### config.mk
export PLATFORM = sky130hd
export DESIGN_NAME = bin2bcd_digit_writer
export DESIGN_NICKNAME = d
export VERILOG_FILES = /design/src/rtl/bin2bcd_digit_writer.sv
export SDC_FILE = /design/constraint.sdc
export NUM_CORES = 1
export LEC_CHECK = 0
export ABC_AREA = 0
export CAP_MARGIN = 20
export CORE_MARGIN = 2
export CORE_UTILIZATION = 30
export CTS_BUF_LIST = sky130_fd_sc_hd__clkbuf_8
export DETAILED_ROUTE_END_ITERATION = 7
export PLACE_DENSITY_LB_ADDON = 0.05
export SLEW_MARGIN = 20
export SYNTH_ARGS = -nofsm -noshare
export SYNTH_HDL_FRONTEND = slang
export SYNTH_SLANG_ARGS = --single-unit
### constraint.sdc
create_clock -name CLK -period 2.5 [get_ports CLK]
set_clock_uncertainty 0.2 [all_clocks]
set_input_delay 0.5 -clock CLK [delete_from_list [all_inputs] [get_ports CLK]]
set_output_delay 0.5 -clock CLK [all_outputs]
set_load 0.03 [all_outputs]
### src/rtl/bin2bcd_digit_writer.sv
// Binary-to-BCD converter (sequential double-dabble) feeding the seven-segment
// display digit register file through its num/sel/wr write port.
module bin2bcd_digit_writer #(
    parameter int unsigned BIN_W   = 27,
    parameter int unsigned DIGITS  = 8,
    parameter int unsigned MAX_VAL = 99999999,
    localparam int unsigned SEL_W  = (DIGITS > 1) ? $clog2(DIGITS) : 1
) (
    input  logic             CLK,
    input  logic             rst,
    input  logic             start,
    input  logic [BIN_W-1:0] bin_in,
    output logic             busy,
    output logic             done,
    output logic             ovf,
    output logic             wr,
    output logic [SEL_W-1:0] sel,
    output logic [3:0]       num
);

    localparam int unsigned CNT_W = $clog2(BIN_W + 1);
    localparam int unsigned IDX_W = $clog2(DIGITS + 1);
    localparam int unsigned BCD_W = 4 * DIGITS;
    localparam logic [BIN_W-1:0] MAX_V = BIN_W'(MAX_VAL);

    typedef enum logic [1:0] {
        IDLE,
        CONVERT,
        WRITE,
        DONE
    } state_t;

    state_t             state_q, state_d;
    logic [BIN_W-1:0]   bin_q, bin_d;
    logic [BCD_W-1:0]   bcd_q, bcd_d;
    logic [CNT_W-1:0]   cnt_q, cnt_d;
    logic [IDX_W-1:0]   idx_q, idx_d;
    logic               busy_q, busy_d;
    logic               done_q, done_d;
    logic               ovf_q, ovf_d;
    logic               wr_q, wr_d;
    logic [SEL_W-1:0]   sel_q, sel_d;
    logic [3:0]         num_q, num_d;

    logic               over;
    logic [BCD_W-1:0]   adj;
    logic [3:0]         digit;

    assign over = (bin_in > MAX_V);

    always_ff @(posedge CLK) begin
        if (rst) begin
            state_q <= IDLE;
            bin_q   <= '0;
            bcd_q   <= '0;
            cnt_q   <= '0;
            idx_q   <= '0;
            busy_q  <= 1'b0;
            done_q  <= 1'b0;
            ovf_q   <= 1'b0;
            wr_q    <= 1'b0;
            sel_q   <= '0;
            num_q   <= '0;
        end else begin
            state_q <= state_d;
            bin_q   <= bin_d;
            bcd_q   <= bcd_d;
            cnt_q   <= cnt_d;
            idx_q   <= idx_d;
            busy_q  <= busy_d;
            done_q  <= done_d;
            ovf_q   <= ovf_d;
            wr_q    <= wr_d;
            sel_q   <= sel_d;
            num_q   <= num_d;
        end
    end

    always_comb begin
        state_d = state_q;
        case (state_q)
            IDLE:    if (start) state_d = over ? WRITE : CONVERT;
            CONVERT: if (cnt_q == CNT_W'(1)) state_d = WRITE;
            WRITE:   if (idx_q == IDX_W'(DIGITS)) state_d = DONE;
            DONE:    state_d = IDLE;
            default: state_d = IDLE;
        endcase
    end

    // WRITE issues digit idx_q into the output registers, so the strobe trails the
    // state by one cycle; the extra slot idx_q == DIGITS retires the strobe and raises done.
    always_comb begin
        bin_d  = bin_q;
        bcd_d  = bcd_q;
        cnt_d  = cnt_q;
        idx_d  = idx_q;
        busy_d = busy_q;
        done_d = 1'b0;
        ovf_d  = ovf_q;
        wr_d   = wr_q;
        sel_d  = sel_q;
        num_d  = num_q;

        adj = '0;
        for (int unsigned k = 0; k < DIGITS; k++) begin
            adj[4*k +: 4] = (bcd_q[4*k +: 4] >= 4'd5) ? bcd_q[4*k +: 4] + 4'd3
                                                      : bcd_q[4*k +: 4];
        end

        digit = '0;
        for (int unsigned k = 0; k < DIGITS; k++) begin
            if (idx_q == IDX_W'(k)) digit = bcd_q[4*k +: 4];
        end

        case (state_q)
            IDLE: begin
                busy_d = 1'b0;
                if (start) begin
                    bin_d  = bin_in;
                    bcd_d  = '0;
                    cnt_d  = CNT_W'(BIN_W);
                    idx_d  = '0;
                    busy_d = 1'b1;
                    ovf_d  = over;
                end
            end
            CONVERT: begin
                bcd_d = {adj[BCD_W-2:0], bin_q[BIN_W-1]};
                bin_d = {bin_q[BIN_W-2:0], 1'b0};
                cnt_d = cnt_q - CNT_W'(1);
            end
            WRITE: begin
                if (idx_q == IDX_W'(DIGITS)) begin
                    wr_d   = 1'b0;
                    done_d = 1'b1;
                end else begin
                    wr_d  = 1'b1;
                    sel_d = idx_q[SEL_W-1:0];
                    num_d = ovf_q ? 4'hE : digit;
                    idx_d = idx_q + IDX_W'(1);
                end
            end
            DONE: begin
                busy_d = 1'b0;
            end
            default: begin
                busy_d = 1'b0;
                wr_d   = 1'b0;
            end
        endcase
    end

    assign busy = busy_q;
    assign done = done_q;
    assign ovf  = ovf_q;
    assign wr   = wr_q;
    assign sel  = sel_q;
    assign num  = num_q;

endmodule

==> metrics.txt <==
initial DRC count between 200 and 250; Vias between 3k and 4k; Hold Buf Count CTS 0; fraction of registers with async set/reset 0; I/O pin count 41; Tot Pwr ~4.2 mW; share of cells above drive strength 1 0.07143; max cap viols 0; Wirelength per Cell 15.38 um; ys flop type dfxtp_1; CP Data Arrival Time ~1.5 ns; Die ar. between 0.015 and 0.02 mm^2; Rel. slew slack 0.6018; vias in the first global route approximately 3.7k; Layout Cells excl Fill 740; Ys Warns 0; hold path start num[0]; register area share after synthesis 0.3764; CTS tree yes; H-tree depth 3; worst vdd ir ~0.00035 V; XOR/XNOR Fraction of Synth Area 0.04066; largest family of logic cells by synthesized area compound AO/OA/AOI/OAI gates; Post-Synth Adder-Cell Area 0.07552; largest net degree at the start of global routing 35; dpl hpwl between 7000 and 8000 um; first-pass GRT wire length 19020 um; Mapped Area about 0.0043 mm^2; via/cell ratio roughly 5; library cells used by synthesis 53; Final Cycle Share 0.8879; register clock-pin slew on the reported worst setup and hold paths 0.08 ns; GRT Residual Overflow 0; final cell area excluding filler cells 0.005160 mm^2; area grow syn2layout 19.78%; Worst path max stage delay slightly above 0.7 ns; DRC 0; PwrDens ~800 mW/mm^2; Clock Sinks 81; Synth Register Bits between 80 and 90; Critical path origin ovf; starting density of the core 0.3091; port bufs 40; Critical Path Source Type flip-flop; slew of the pin with the lowest slew margin slightly below 0.6 ns; Simple-Gate Fraction of Synth Area 0.2016; final setup fails 0; mux cell area share after synthesis 0.01423; Post-Route WL around 11000 um; Layout fillers ~1.5k; ANT nets after route 0; WP buf/inv 1; CP max stage cell clkdlybuf4s50_1; leakage ~1.8 nW; total track usage 0.1620; final slew viol count 0; worst hold path type flip-flop to flip-flop; Compound-Gate Fraction of Synth Area 0.2297; placer congestion estimate between 0.7 and 0.8; RSZ-0062 raised after global routing no; Die Wd between 100 and 150 um; crit path kind flip-flop to output port; root buffer cell clkbuf_8; DR pass1 iterations 5; Worst setup EP type output port; Final min period roughly 2.2 ns; antenna violations before repair 0; R2R Path Start idx_q[1]; Skew-Pair Late Insertion Delay approximately 0.37 ns; Final Hold Fails 0; FP Rows between 40 and 50; TritonCTS Buffers 9; highest fanout seen on the critical path 4; fmax roughly 0.45 GHz; CTS max path bufs 2; Req. time, crit path 1.80 ns; Cells after Synth 524; die height between 100 and 150 um; syn_nets 580; area of the core 0.01393 mm^2; EDFF count, synth 0; synthesized area per cell approximately 8.2 um^2; placed cell count between 700 and 800; Core Util, Final 0.3703; status completed; placed cell areas between 0.004 and 0.005 mm^2; crit-path cells clkdlybuf4s50_1; CP top delay family buffers and inverters; Nets slightly above 600; n_diodes 0
-- final timing paths --
path / end / slack [ns] / cells past startpoint
min reg2reg: num[0] / 0.26 / 2
max reg2reg: idx_q[3] / 0.35 / 7
min: num[0] / 0.26 / 2
max: ovf / 0.28 / 1
-- metal layers --
metal	part of all wire	global-route usage	wire length, um
met1	0.54	0.2258	6095
met5	0	0	0
met2	0.42	0.2486	4781
met4	0.0098	0.04190	111
met3	0.035	0.04121	394
-- cells in the mapped netlist (3+ instances only) --
cell / n / area share
a211oi_1: 7 / 0.012
a21o_1: 6 / 0.010
a21oi_1: 29 / 0.034
a221oi_1: 5 / 0.010
a22oi_1: 13 / 0.023
a31oi_1: 3 / 0.0044
a32oi_1: 11 / 0.022
buf_2: 18 / 0.021
clkbuf_1: 15 / 0.013
dfxtp_1: 81 / 0.38
ha_1: 26 / 0.076
inv_1: 25 / 0.022
mux2i_1: 5 / 0.012
nand2_1: 43 / 0.037
nand2b_1: 10 / 0.015
nand3_1: 9 / 0.010
nand3b_1: 3 / 0.0052
nand4_1: 5 / 0.0073
nor2_1: 69 / 0.060
nor2b_1: 5 / 0.0073
nor3_1: 28 / 0.033
o211ai_1: 9 / 0.016
o21ai_0: 20 / 0.023
o22ai_1: 22 / 0.032
o31ai_1: 5 / 0.0087
xnor2_1: 16 / 0.033
xor2_1: 4 / 0.0081
-- cells by family after synthesis --
| family | count (synthesis) |
|---|---|
| compound gates | 145 |
| xor+xnor | 20 |
| fa+ha+maj | 26 |
| buf+inv | 61 |
| flops | 81 |
| mux | 6 |
| simple gates | 185 |
-- sequential cells by signal, indices dropped and copies added (netlist names) --
signal   cells
bcd_q       32
bin_q       27
cnt_q        5
idx_q        4
num          4
sel          3
state_q      2
busy         1
done         1
ovf          1
wr           1
-- worst min-delay path: stages, from the launching register on --
cell	delay [ns]
dfxtp_1	0.32
nand2_1	0.05
a21oi_1	0.05
-- per-stage QoR --
step | setup WS (ns) | hold slack [ns] | TNS [ns]
after CTS | 0.2414 | 0.2682 | 0
after detailed placement | -0.009623 | 0.2570 | -0.009623
after floorplan | 0.5914 | 0.2625 | 0
after global routing | 0.05756 | 0.2879 | 0
after global placement | 0.03057 | 0.2417 | 0
final | 0.2804 | 0.2598 | 0
-- power breakdown --
part           internal [mW]  switching (mW)
combinational          0.567           0.843
sequential              1.54           0.159
clock                  0.607           0.482
-- layout make-up --
cell class / count / area [um^2] / area share
inverters: 26 / 97.59 / 0.01891
multi-input cells: 382 / 2422 / 0.4694
repair buffers: 55 / 570.5 / 0.1106
flip-flops and latches: 81 / 1622 / 0.3143
clock buffers: 11 / 151.4 / 0.02934
clock inverters: 5 / 71.32 / 0.01382
well taps: 180 / 225.2 / 0.04365
-- repair_timing --
| action | 4_1_cts | 5_1_grt |
|---|---|---|
| gates resized for setup | 0 | 1 |
| setup endpoints to repair | 0 | 1 |
| buffers inserted | 0 | 0 |
-- layout by cell type, fill, tap and decap left out, drive strengths merged, types with 10 or more instances in the layout --
| cell | netlist | layout |
|---|---|---|
| ha | 26 | 26 |
| nor2 | 71 | 71 |
| clkdlybuf4s50 | 0 | 39 |
| nand2 | 43 | 43 |
| buf | 20 | 16 |
| o21ai | 21 | 21 |
| xnor2 | 16 | 16 |
| clkbuf | 15 | 11 |
| o22ai | 22 | 22 |
| a21oi | 29 | 29 |
| nor3 | 29 | 29 |
| a22oi | 13 | 13 |
| inv | 26 | 29 |
| dfxtp | 81 | 81 |
| a32oi | 11 | 11 |
| nand2b | 10 | 10 |
Power figures use the tool's default switching activity.
